[src/rtl/bound_write_ctrl_pkg.sv]
// Shared constants and state encoding for the character bound write controller.
package bound_write_ctrl_pkg;

  localparam int unsigned NUMBER_OF_CHAR_DEF = 8;
  localparam int unsigned COORD_W_DEF        = 16;
  localparam int unsigned ADDR_W             = 3;
  localparam int unsigned CNT_W              = 4;

  typedef enum logic [2:0] {
    ST_IDLE = 3'd0,
    ST_MIN  = 3'd1,
    ST_MAX  = 3'd2,
    ST_GAP1 = 3'd3,
    ST_GAP2 = 3'd4,
    ST_DONE = 3'd5
  } state_t;

endpackage

[src/rtl/bound_write_ctrl.sv]
// Turns segmenter character bounds into paired min/max writes to the bound store,
// with the two idle cycles the store needs between pairs, plus an independent row path.
module bound_write_ctrl
  import bound_write_ctrl_pkg::*;
#(
  parameter int unsigned NUMBER_OF_CHAR = NUMBER_OF_CHAR_DEF,
  parameter int unsigned COORD_W        = COORD_W_DEF
) (
  input  logic               aclk,
  input  logic               aresetn,
  input  logic               frame_start,
  input  logic               seg_valid,
  output logic               seg_ready,
  input  logic [COORD_W-1:0] seg_x_min,
  input  logic [COORD_W-1:0] seg_x_max,
  input  logic               seg_last,
  input  logic               y_valid,
  input  logic [COORD_W-1:0] y_min,
  input  logic [COORD_W-1:0] y_max,
  output logic [COORD_W-1:0] bound_y_min,
  output logic [COORD_W-1:0] bound_y_max,
  output logic               bound_y_min_we,
  output logic               bound_y_max_we,
  output logic [ADDR_W-1:0]  bound_x_min_addr,
  output logic [ADDR_W-1:0]  bound_x_max_addr,
  output logic [COORD_W-1:0] bound_x_min,
  output logic [COORD_W-1:0] bound_x_max,
  output logic               bound_x_min_we,
  output logic               bound_x_max_we,
  output logic               clr,
  output logic [CNT_W-1:0]   char_count,
  output logic               frame_done,
  output logic               overflow
);

  state_t             r_state,      w_state_nxt;
  logic               r_seg_ready,  w_seg_ready_nxt;
  logic               r_x_min_we,   w_x_min_we_nxt;
  logic               r_x_max_we,   w_x_max_we_nxt;
  logic               r_clr,        w_clr_nxt;
  logic               r_frame_done, w_frame_done_nxt;
  logic               r_overflow,   w_overflow_nxt;
  logic               r_pending,    w_pending_nxt;
  logic               r_last,       w_last_nxt;
  logic [CNT_W-1:0]   r_char_count, w_char_count_nxt;
  logic [ADDR_W-1:0]  r_addr,       w_addr_nxt;
  logic [COORD_W-1:0] r_x_min,      w_x_min_nxt;
  logic [COORD_W-1:0] r_x_max,      w_x_max_nxt;

  logic [COORD_W-1:0] r_y_min;
  logic [COORD_W-1:0] r_y_max;
  logic               r_y_we;

  logic w_xfer;
  logic w_full;
  logic w_swap;
  logic w_restart;

  // frame_start has priority over a character offered in the same IDLE cycle
  assign w_xfer  = (r_state == ST_IDLE) && seg_valid && r_seg_ready && !frame_start;
  assign w_full  = (r_char_count == CNT_W'(NUMBER_OF_CHAR));
  assign w_swap  = (seg_x_max < seg_x_min);

  // Restart only where a pair cannot be split: IDLE, DONE, or at the end of GAP2
  assign w_restart = (frame_start && ((r_state == ST_IDLE) || (r_state == ST_DONE))) ||
                     ((r_state == ST_GAP2) && (r_pending || frame_start));

  // Next-state and next-output logic
  always_comb begin
    w_state_nxt      = r_state;
    w_seg_ready_nxt  = 1'b0;
    w_x_min_we_nxt   = 1'b0;
    w_x_max_we_nxt   = 1'b0;
    w_clr_nxt        = 1'b0;
    w_frame_done_nxt = 1'b0;
    w_overflow_nxt   = r_overflow;
    w_pending_nxt    = r_pending;
    w_last_nxt       = r_last;
    w_char_count_nxt = r_char_count;
    w_addr_nxt       = r_addr;
    w_x_min_nxt      = r_x_min;
    w_x_max_nxt      = r_x_max;

    case (r_state)
      ST_IDLE: begin
        if (w_xfer && w_full) begin
          // Table full: accept and drop so upstream never stalls
          w_overflow_nxt = 1'b1;
          if (seg_last) begin
            w_state_nxt      = ST_DONE;
            w_frame_done_nxt = 1'b1;
          end else begin
            w_seg_ready_nxt  = 1'b1;
          end
        end else if (w_xfer) begin
          w_x_min_nxt    = w_swap ? seg_x_max : seg_x_min;
          w_x_max_nxt    = w_swap ? seg_x_min : seg_x_max;
          w_addr_nxt     = r_char_count[ADDR_W-1:0];
          w_last_nxt     = seg_last;
          w_x_min_we_nxt = 1'b1;
          w_state_nxt    = ST_MIN;
        end else begin
          w_seg_ready_nxt = 1'b1;
        end
      end
      ST_MIN: begin
        w_pending_nxt  = r_pending | frame_start;
        w_x_max_we_nxt = 1'b1;
        w_state_nxt    = ST_MAX;
      end
      ST_MAX: begin
        w_pending_nxt    = r_pending | frame_start;
        w_char_count_nxt = r_char_count + CNT_W'(1);
        w_state_nxt      = ST_GAP1;
      end
      ST_GAP1: begin
        w_pending_nxt = r_pending | frame_start;
        w_state_nxt   = ST_GAP2;
      end
      ST_GAP2: begin
        if (r_last) begin
          w_state_nxt      = ST_DONE;
          w_frame_done_nxt = 1'b1;
        end else begin
          w_state_nxt      = ST_IDLE;
          w_seg_ready_nxt  = 1'b1;
        end
      end
      ST_DONE: begin
        w_state_nxt = ST_DONE;
      end
      default: begin
        w_state_nxt = ST_IDLE;
      end
    endcase

    if (w_restart) begin
      w_state_nxt      = ST_IDLE;
      w_seg_ready_nxt  = 1'b0;
      w_frame_done_nxt = 1'b0;
      w_clr_nxt        = 1'b1;
      w_char_count_nxt = '0;
      w_overflow_nxt   = 1'b0;
      w_pending_nxt    = 1'b0;
    end
  end

  // State and registered outputs
  always_ff @(posedge aclk) begin
    if (!aresetn) begin
      r_state      <= ST_IDLE;
      r_seg_ready  <= 1'b0;
      r_x_min_we   <= 1'b0;
      r_x_max_we   <= 1'b0;
      r_clr        <= 1'b0;
      r_frame_done <= 1'b0;
      r_overflow   <= 1'b0;
      r_pending    <= 1'b0;
      r_last       <= 1'b0;
      r_char_count <= '0;
      r_addr       <= '0;
      r_x_min      <= '0;
      r_x_max      <= '0;
    end else begin
      r_state      <= w_state_nxt;
      r_seg_ready  <= w_seg_ready_nxt;
      r_x_min_we   <= w_x_min_we_nxt;
      r_x_max_we   <= w_x_max_we_nxt;
      r_clr        <= w_clr_nxt;
      r_frame_done <= w_frame_done_nxt;
      r_overflow   <= w_overflow_nxt;
      r_pending    <= w_pending_nxt;
      r_last       <= w_last_nxt;
      r_char_count <= w_char_count_nxt;
      r_addr       <= w_addr_nxt;
      r_x_min      <= w_x_min_nxt;
      r_x_max      <= w_x_max_nxt;
    end
  end

  // Row bounds bypass the FSM entirely
  always_ff @(posedge aclk) begin
    if (!aresetn) begin
      r_y_min <= '0;
      r_y_max <= '0;
      r_y_we  <= 1'b0;
    end else begin
      r_y_we <= y_valid;
      if (y_valid) begin
        r_y_min <= y_min;
        r_y_max <= y_max;
      end
    end
  end

  assign seg_ready        = r_seg_ready;
  assign bound_y_min      = r_y_min;
  assign bound_y_max      = r_y_max;
  assign bound_y_min_we   = r_y_we;
  assign bound_y_max_we   = r_y_we;
  assign bound_x_min_addr = r_addr;
  assign bound_x_max_addr = r_addr;
  assign bound_x_min      = r_x_min;
  assign bound_x_max      = r_x_max;
  assign bound_x_min_we   = r_x_min_we;
  assign bound_x_max_we   = r_x_max_we;
  assign clr              = r_clr;
  assign char_count       = r_char_count;
  assign frame_done       = r_frame_done;
  assign overflow         = r_overflow;

endmodule
[config.mk]
export PLATFORM = sky130hd
export DESIGN_NAME = bound_write_ctrl
export DESIGN_NICKNAME = d
export VERILOG_FILES = /design/src/rtl/bound_write_ctrl_pkg.sv /design/src/rtl/bound_write_ctrl.sv
export SDC_FILE = /design/constraint.sdc
export NUM_CORES = 1
export LEC_CHECK = 0
export CAP_MARGIN = 10
export CORE_UTILIZATION = 43
export CTS_CLUSTER_SIZE = 16
export DETAILED_ROUTE_END_ITERATION = 16
export PLACE_DENSITY = 0.87
export SLEW_MARGIN = 20
export SYNTH_ARGS = -nofsm -noshare
export SYNTH_HDL_FRONTEND = slang
export SYNTH_SLANG_ARGS = --single-unit
[constraint.sdc]
create_clock -name aclk -period 2.7 [get_ports aclk]
set_input_delay 0.27 -clock aclk [delete_from_list [all_inputs] [get_ports aclk]]
set_output_delay 0.27 -clock aclk [all_outputs]
set_load 0.02 [all_outputs]
# Word level (Yosys, flattened, before mapping)
# Cells that the tools add are included.
dict set report classes {
  n_eq_ne 8
  reduce_logical 17
  n_addsub 1
  magnitude_cmp 1
  n_bitwise 4
  n_mux 19
}
# cell n
set op_table {}
lappend op_table {{two-way mux 16 bit} 2}
lappend op_table {{one-hot mux 3 bit (6 select lines)} 1}
lappend op_table {{less-than comparator 16 bit} 1}
lappend op_table {{two-way mux 3 bit} 4}
lappend op_table {{two-way mux 1 bit} 10}
lappend op_table {{equality test 3 x 2 -> 1 bit (second input constant)} 2}
lappend op_table {{equality test 3 bit (second input constant)} 2}
lappend op_table {{logical AND 1 bit} 6}
lappend op_table {{OR reduction 3 bit} 2}
lappend op_table {{adder 4 x 1 -> 4 bit (second input constant)} 1}
lappend op_table {{equality test 4 bit (second input constant)} 1}
lappend op_table {{one-hot mux 1 bit (2 select lines)} 2}
lappend op_table {{AND reduction 2 bit} 2}
lappend op_table {{equality test 3 x 1 -> 1 bit (second input constant)} 1}
lappend op_table {{logical NOT 3 bit} 1}
lappend op_table {{logical OR 1 bit} 3}
lappend op_table {{inequality test 3 x 2 -> 1 bit (second input constant)} 1}
lappend op_table {{inequality test 3 bit (second input constant)} 1}
lappend op_table {{inverter 1 bit} 3}
lappend op_table {{AND reduction 3 bit} 1}
lappend op_table {{OR reduction 2 bit} 1}
lappend op_table {{logical NOT 1 bit} 1}
lappend op_table {{OR 1 bit} 1}
dict set report word_totals {
  register_bits 83
  output_inout_bits 82
  input_bits 70
}

# Longest topological paths before layout
# Gate-level depths: netlist (run 1).
dict set report logic_depth {
  ltp_word 7
  depth_mapped 8
  depth_no_buf 7
}

# Worst setup path after synthesis (run 1)
# Ideal clock, no wire load.
dict set report synth_timing {
  path_kind {input to register}
  from {input seg_x_min[15]}
  to {register r_x_max[10] (netlist: bound_x_max[10])}
  t_required_ps 2581
  arrival_time_ps 2048
  n_path_buf 1
  stages 8
  setup_slack_ps 533
  path_cell_list {inv_1 ha_1 nand4_1 nor3_1 or4b_1 a311o_1 buf_6 o221a_1}
}
dict set report synth_between {
  elab_chain_cells 2
}
# element line_no
set synth_lines {}
lappend synth_lines {{from (decl)} bound_write_ctrl.sv:14} ;# input logic [COORD_W-1:0] seg_x_min,
lappend synth_lines {{less-than comparator 16 bit} bound_write_ctrl.sv:62} ;# assign w_swap = (seg_x_max < seg_x_min);
lappend synth_lines {{two-way mux 16 bit} bound_write_ctrl.sv:97} ;# w_x_max_nxt = w_swap ? seg_x_min : seg_x_max;
lappend synth_lines {{to (signal assigned)} bound_write_ctrl.sv:177} ;# r_x_max <= w_x_max_nxt;
lappend synth_lines {{to (decl)} bound_write_ctrl.sv:48} ;# logic [COORD_W-1:0] r_x_max, w_x_max_nxt;
# No other way between the ends.
# A chain may end at the register's enable or synchronous reset.

# Worst setup path in the final report (run 1)
dict set report layout_timing {
  from {input seg_x_min[15]}
  to {register r_x_max[12] (netlist: bound_x_max[12])}
}
# The elaborated chain is that of the path after synthesis.

==> results.md, run 1 <==
Clock tree:
- Buffers added to address setup during post-CTS repair amount to 0.
- The number of buffers created by CTS is 9.
- The H-tree was split into 3 levels.
- The clock-pin transition on the worst setup and hold timing paths is 0.08 ns.
- The TritonCTS sink count is 83.
- TritonCTS built the clock tree.
- The maximum clock insertion buffer count is 2.
- The number of hold buffers added after CTS was 0.
- In this run, post-CTS repair resized a total of 0 instances.
- The latest clock arrival within the worst-skew pair is 0.34 ns.
- The clock tree root buffer cell is clkbuf_8.

Timing:
- For the finished layout, the period the worst path requires is 2.50 ns.
- The count of final max-slew check failures was 0.
- Setup repair after global routing left no endpoint under its margin.
- The relative slew slack is 0.383.
- At the pin with the least slew margin, the transition time is 0.926 ns.
- For this run, the top clock speed supported by timing is 400 MHz.
- In the final timing run, aggregate negative setup slack is 0 ns.
- In the finished design, the share of the clock period the worst path needs comes to 0.927.
- The final-report hold violation count came to 0.
- Across the routed clock network, the largest skew measured is 0.0118 ns.
- The worst-case setup margin in the final layout is 0.198 ns.
- Setup violations remaining at the end of the flow were counted as 0.

Yosys:
- Each instance of the synthesized netlist takes up on average 10.3 sq um.
- The count of warnings emitted by yosys is 0.
- The synthesized netlist occupies a cell area of 3720 sq um.
- The commonest register cell after synthesis is dfxtp_1.
- The synthesized flop and latch total is 83.
- The number of enable flip-flop cells after synthesis is 0.
- The post-synthesis net count is 448.
- The sequential fraction of the synthesis area is 0.446.
- The gate count after technology mapping is 361.
- In the synthesized netlist the async set-or-reset flop fraction comes to 0.
- The netlist uses 35 different library cells.

Placed design:
- Once placement finished, the instance area stood at 5370 sq um.
- The placement-stage worst setup slack is -0.162 ns.
- The cell count after placement is 609.
- The detailed placer's ending HPWL is 6.91 mm.
- During placement, the flow inserted port buffers numbering 151.
- The final estimated routing congestion in global placement is 0.794.

Floorplanning:
- The floorplan step defined a core boundary enclosing 8300 sq um.
- The die is 95.0 um wide.
- The area of the die is 9030 sq um.
- During I/O placement, the number of pins put on the boundary was 152.
- The site row count is 33.
- For this configuration, the core starts out at a cell density of 0.449.
- The vertical die dimension is 95.0 um.

Min path:
- In this run the worst hold path is classified as in -> reg.
- In this run the most critical hold path is launched from aresetn.

Critical path:
- The signal arrival time at the worst endpoint is 2.73 ns.
- The critical path in this run is classified as in -> reg.
- Walking the worst path, the cells encountered are clkdlybuf4s50_1 > inv_1 > ha_1 > nand4_1 > nor3_1 > or4b_1 > a311o_1 > buf_4 > o221a_1.
- The combined buffer and inverter count along the critical path is 3.
- STA classifies the critical path endpoint as a flip-flop.
- Among cell families on the critical path, the largest total delay comes from buffers and inverters.
- The master of the slowest instance on the critical path is clkdlybuf4s50_1.
- The delay of the slowest cell on the worst path is 0.51 ns.
- The worst setup path is launched from an input pin.
- The data required time of the worst path is 2.93 ns.
- The largest fanout of any net on the critical path is 15.
- The start point of the critical path is seg_x_min[15].
- The worst register-to-register path begins at r_state[2].

Final layout:
- After routing the design area is 5590 sq um.
- Of the cells placed in the final design, the portion with a size suffix greater than 1 is 0.0808.
- The diode insertion count for antenna repair is 0.
- The final layout net count is 602.
- The filler cells instantiated in the layout total 603.
- Excluding fillers, the count of instances in the completed layout stands at 625.
- The area growth from synthesis to layout is 50.2%.

Power:
- Summed over all cells, the static leakage comes to 2.17 nW.
- The design draws 2.84 mW.
- Power spread over the standard cell area amounts to 507 nW/um^2.
- The worst-case IR drop observed on VDD is 0.296 mV.

Route:
- After detailed routing, the number of vias per cell comes to 5.20.
- The mean routed wirelength per cell is 14.8 um.
- The routed design has 9.25 mm of wire.
- For this block, the initial DRC count from the detailed router was 71.
- For this run, design rule violations remaining after detail routing come to 0.
- The count of antenna-violating nets left after detailed routing is 0.
- Before antenna repair, the detailed router went through 4 iterations.
- The via count of the routed design is 3247.

Global routing:
- The met1 demand-to-capacity share in global routing is 0.251.
- The number of global-route vias before repair is 3225.
- Entering global routing, the biggest net connects 40 pins.
- The most used routing layer in global routing is met2.
- The first global-routing pass estimated 14.7 mm of wire.
- The global router's overall resource usage is 0.208.
- For met2 alone, demand over resource in global routing was 0.360.
- The initial antenna violation count came to 0.
- The met3 usage is 0.0670.
- For this run the aggregate overflow at the end of global routing stands at 0.

Run:
- The number of max-capacitance violations reported is 0.

Outcome:
- The flow ran to the end, and the final reports show no timing, DRC or antenna violations.
==> Yosys cell counts (3+ instances only) <==
cell type | n | share of area
nand2b_1 | 3 | 0.0050
nor3_1 | 3 | 0.0040
o21ai_0 | 9 | 0.012
o221a_1 | 30 | 0.091
o21a_1 | 33 | 0.067
nand2_1 | 4 | 0.0040
inv_1 | 19 | 0.019
mux2i_1 | 36 | 0.097
nand4_1 | 5 | 0.0084
clkbuf_1 | 18 | 0.018
nand3_1 | 3 | 0.0040
a21oi_1 | 7 | 0.0094
nor3b_1 | 4 | 0.0081
buf_2 | 5 | 0.0067
and2_1 | 3 | 0.0050
ha_1 | 17 | 0.057
buf_6 | 3 | 0.0091
nor2_1 | 17 | 0.017
buf_4 | 4 | 0.0081
xnor2_1 | 3 | 0.0071
dfxtp_1 | 83 | 0.45
nor2b_1 | 38 | 0.064
==> flip-flops by register name, summed over array words and instances, names as in the netlist <==
signal / flops
bound_x_min_we: 1
bound_y_max: 16
bound_x_max: 16
char_count: 4
bound_y_max_we: 1
clr: 1
r_pending: 1
bound_y_min: 16
overflow: 1
r_last: 1
bound_x_min: 16
seg_ready: 1
frame_done: 1
bound_x_max_we: 1
bound_x_max_addr: 3
r_state: 3
==> metrics by stage <==
stage,hold slack (ns),util
5_1_grt,0.464,0.673
3_3_place_gp,0.474,0.647
6_report,0.428,0.673
2_1_floorplan,0.407,-
4_1_cts,0.416,0.673
3_5_place_dp,0.500,0.647
==> path summary, 6_finish.rpt <==
path	end	slack, ns	depth (start not counted)
min	r_pending	0.43	3
min reg2reg	overflow	0.51	2
max	bound_x_max[12]	0.20	9
max reg2reg	bound_x_max[12]	0.75	5
==> report_power, final <==
group | leakage (nW) | total, mW | switching, mW | internal (mW)
combinational | 1.40 | 0.548 | 0.244 | 0.304
clock | 0.0947 | 0.965 | 0.444 | 0.521
sequential | 0.678 | 1.32 | 0.0374 | 1.29
total | 2.17 | 2.84 | 0.725 | 2.11
==> placed cells by master (no fill, tap or decap), drive strengths merged, types with 4 or more instances in the layout <==
cell type,count
a21oi,7
buf,24
clkbuf,10
clkdlybuf4s50,149
clkinvlp,4
dfxtp,83
ha,17
inv,19
mux2i,36
nand2,4
nand4,5
nor2,17
nor2b,38
nor3b,4
o21a,33
o21ai,9
o221a,32
==> cell families (layout without fill, tap and decap cells) <==
family | after synthesis | in the layout | synth area share
compound gates | 87 | 87 | 0.198
xor+xnor | 4 | 4 | 0.00941
fa+ha+maj | 17 | 17 | 0.0571
buf+inv | 49 | 208 | 0.0612
flops | 83 | 83 | 0.446
mux | 36 | 36 | 0.0968
simple gates | 85 | 85 | 0.131
==> layer usage <==
metal	part of all wire	vias to the layer above
met2	0.46	131
li1	-	1605
met4	0.0094	0
met1	0.45	1501
met3	0.085	10
met5	0	-
==> final cells by class <==
class	instances	area (sq um)	share of cell area
clock inverters	6	90.1	0.0161
inverters	19	71.3	0.0128
repair buffers	173	1670	0.298
multi-input cells	229	1840	0.329
flip-flops and latches	83	1660	0.297
well taps	105	131	0.0235
clock buffers	10	128	0.0228
==> worst reg2reg max path: cells and delay by family (launching register included) <==
kind | cells | cell delay, ns
and+or+nand+nor | 2 | 0.58
DFF | 1 | 0.42
buffers and inverters | 1 | 0.21
AOI/OAI and AO/OA | 2 | 0.65
No activity file was read; power rests on OpenSTA's default activity.
==> run 2, diff against run 1 <==
--- a/config.mk
+++ b/config.mk
@@ -6,10 +6,10 @@
 export NUM_CORES = 1
 export LEC_CHECK = 0
 export CAP_MARGIN = 10
-export CORE_UTILIZATION = 43
+export CORE_UTILIZATION = 25
 export CTS_CLUSTER_SIZE = 16
 export DETAILED_ROUTE_END_ITERATION = 16
-export PLACE_DENSITY = 0.87
+export PLACE_DENSITY = 0.58
 export SLEW_MARGIN = 20
 export SYNTH_ARGS = -nofsm -noshare
 export SYNTH_HDL_FRONTEND = slang
==> results.md, run 2 (synthesis results as in run 1) <==
Route:
- The mean routed wirelength per cell is 14.1 um (-4.6%).
- The count of antenna-violating nets left after detailed routing was 0 (unchanged).
- The number of vias per cell after detailed routing is 4.57 (-12%).
- The detailed-route DRC error count was 0 (unchanged).
- The detailed-router iteration count before antenna repair is 4 (unchanged).
- The via count of the routed design was 3243 (-0.12%).
- The DRC violation total after the first TritonRoute iteration is 111 (+56%).
- The detailed-route wire length is 10.0 mm (+8.2%).

Timing:
- The final-report hold violation count is 0 (unchanged).
- The slew at the pin closest to its max-slew limit is 0.957 ns (+0.0310 ns).
- The count of final max-slew check failures is 0 (unchanged).
- The sum of negative setup slack is 0 ns (unchanged).
- The relative slew slack was 0.362 (-0.0207).
- The final cycle utilization of the critical path came to 0.928 (about the same).
- The clock period minus final worst setup slack is 2.50 ns (+0.00218 ns).
- Setup repair after global routing left no endpoint under its margin.
- The maximum clock rate is 399 MHz (about the same).
- The count of endpoints failing setup in the final report is 0 (unchanged).
- The worst clock skew is 0.00518 ns (-0.00657 ns).

Clock tree:
- The number of hold-repair buffers added at the cts stage is 0 (unchanged).
- The TritonCTS sink count is 83 (unchanged).
- The number of instances resized during post-cts repair is 0 (unchanged).
- The number of buffers created by CTS is 9 (unchanged).
- The clock-pin transition on the worst setup and hold timing paths was 0.06 ns (-0.02 ns).
- In this run the clock root is driven by a clkbuf_16.
- TritonCTS built the clock tree.
- The H-tree depth is 3 (unchanged).
- The maximum clock insertion buffer count came to 2 (unchanged).
- The buffers inserted during post-CTS setup optimization came to 0 (unchanged).
- The latest clock arrival within the worst-skew pair is 0.34 ns (about the same).

Floorplanning:
- The starting density of the core was 0.256 (-0.192).
- The standard cell core area is 14500 sq um (+75%).
- The count of boundary I/O pins is 152 (unchanged).
- The site row count is 44 (+33%).
- The area of the die came to 15400 sq um (+70%).
- The vertical die dimension is 124 um (+30%).
- The overall die width is 124 um (+30%).

Min path:
- The min-delay analysis places its worst path in the category in -> reg.

Final layout:
- The proportion of layout cells with a drive suffix above 1 is 0.0914 (+0.0107).
- The final layout net count came to 607 (+0.83%).
- The diode insertion count for antenna repair came to 0 (unchanged).
- The area growth from synthesis to layout is 57.8%.
- Leaving out fill and tap cells, the most frequent cell in the layout is clkdlybuf4s50_1.
- In the layout the commonest cells are clkdlybuf4s50_1, dfxtp_1, nor2b_1.
- The post-layout instance count excluding filler cells is 709 (+13%).

Critical path:
- The element type at the critical path start is an input pin.
- The element type at the critical path end is a flip-flop.
- The slowest stage of the critical path belongs to the cell clkdlybuf4s50_1.
- The largest fanout of any net on the critical path was 32 (+17).
- The start-to-end type of the worst setup path is in -> reg.
- Traced cell by cell, the critical path runs through clkdlybuf4s50_1 > inv_1 > ha_1 > nand4_1 > nor3_1 > or4b_1 > a311o_1 > buf_12 > o221a_2.
- The data required time of the worst path is 2.93 ns (about the same).
- The delay of the slowest cell on the worst path is 0.52 ns (about the same).
- The signal arrival time at the worst endpoint is 2.74 ns (about the same).

Global routing:
- The wire length of the first global-routing pass came to 15.4 mm (+5.1%).
- The maximum number of pins on one net before global-route repair came to 43 (+7.5%).
- The global router's overall resource usage is 0.132 (-0.0768).
- The global-route congestion overflow total is 0 (unchanged).
- The initial antenna violation count is 0 (unchanged).
- The number of global-route vias before repair is 3231 (+0.19%).

Placed design:
- The final estimated routing congestion in global placement is 0.745 (-6.1%).
- The detailed placer's ending HPWL is 7.36 mm (+6.5%).
- The cell count after placement is 693 (+14%).
- The total of buffers placed on input and output ports is 151 (unchanged).

Power:
- The standby leakage power is 2.28 nW (+5.0%).
- The total power is 3.29 mW (+16%).
- The power per cell area came to 560 nW/um^2 (+10%).
- The worst IR drop on VDD came to 0.247 mV (-17%).

Run:
- The number of max-capacitance violations reported is 0 (unchanged).

Outcome:
- The flow ran to the end, and the final reports show no timing, DRC or antenna violations.
run 2: worst max-delay path: cells and delay by family:
family / cells / cell delay (ns)
AND/OR/NAND/NOR: 3 / 0.78
buffers and inverters: 3 / 0.76
adder cells (fa/ha/maj): 1 / 0.29
AO/OA/AOI/OAI: 2 / 0.62
run 2: cell type report:
cell class / count / area (sq um)
fillers: 1455 / 8660
multi-input cells: 229 / 1840
repair buffers: 178 / 1730
flip-flops and latches: 83 / 1660
well taps: 184 / 230
clock buffers: 9 / 225
clock inverters: 7 / 116
inverters: 19 / 71.3
run 2: routing by layer:
layer / GRT usage / vias up / part of all wire
li1: - / 1610 / -
met1: 0.146 / 1492 / 0.42
met4: 0.0662 / 0 / 0.021
met5: 0 / - / 0
met2: 0.225 / 126 / 0.46
met3: 0.0435 / 15 / 0.092
run 2: report_power, final:
part	switching, mW	internal [mW]
clock	0.506	0.901
sequential	0.0364	1.29
combinational	0.247	0.312
total	0.790	2.50
run 2: metrics by stage:
stage | hold slack, ns | util | setup slack (ns) | instance area, sq um
2_1_floorplan | 0.407 | - | 0.533 | 3720
3_5_place_dp | 0.473 | 0.381 | -0.158 | 5530
6_report | 0.460 | 0.404 | 0.196 | 5870
5_1_grt | 0.494 | 0.404 | 0.0149 | 5870
4_1_cts | 0.460 | 0.404 | 0.208 | 5870
3_3_place_gp | 0.455 | 0.381 | -0.123 | 5530
run 2: worst paths after layout:
check | start | end | slack, ns | cells past startpoint
worst max-delay path | seg_x_min[15] | bound_x_max[1] | 0.20 | 9
worst min-delay path | aresetn | bound_x_max_addr[2] | 0.46 | 3
worst max register to register | r_state[2] | bound_x_max[1] | 0.63 | 6
worst min register to register | overflow | overflow | 0.49 | 2
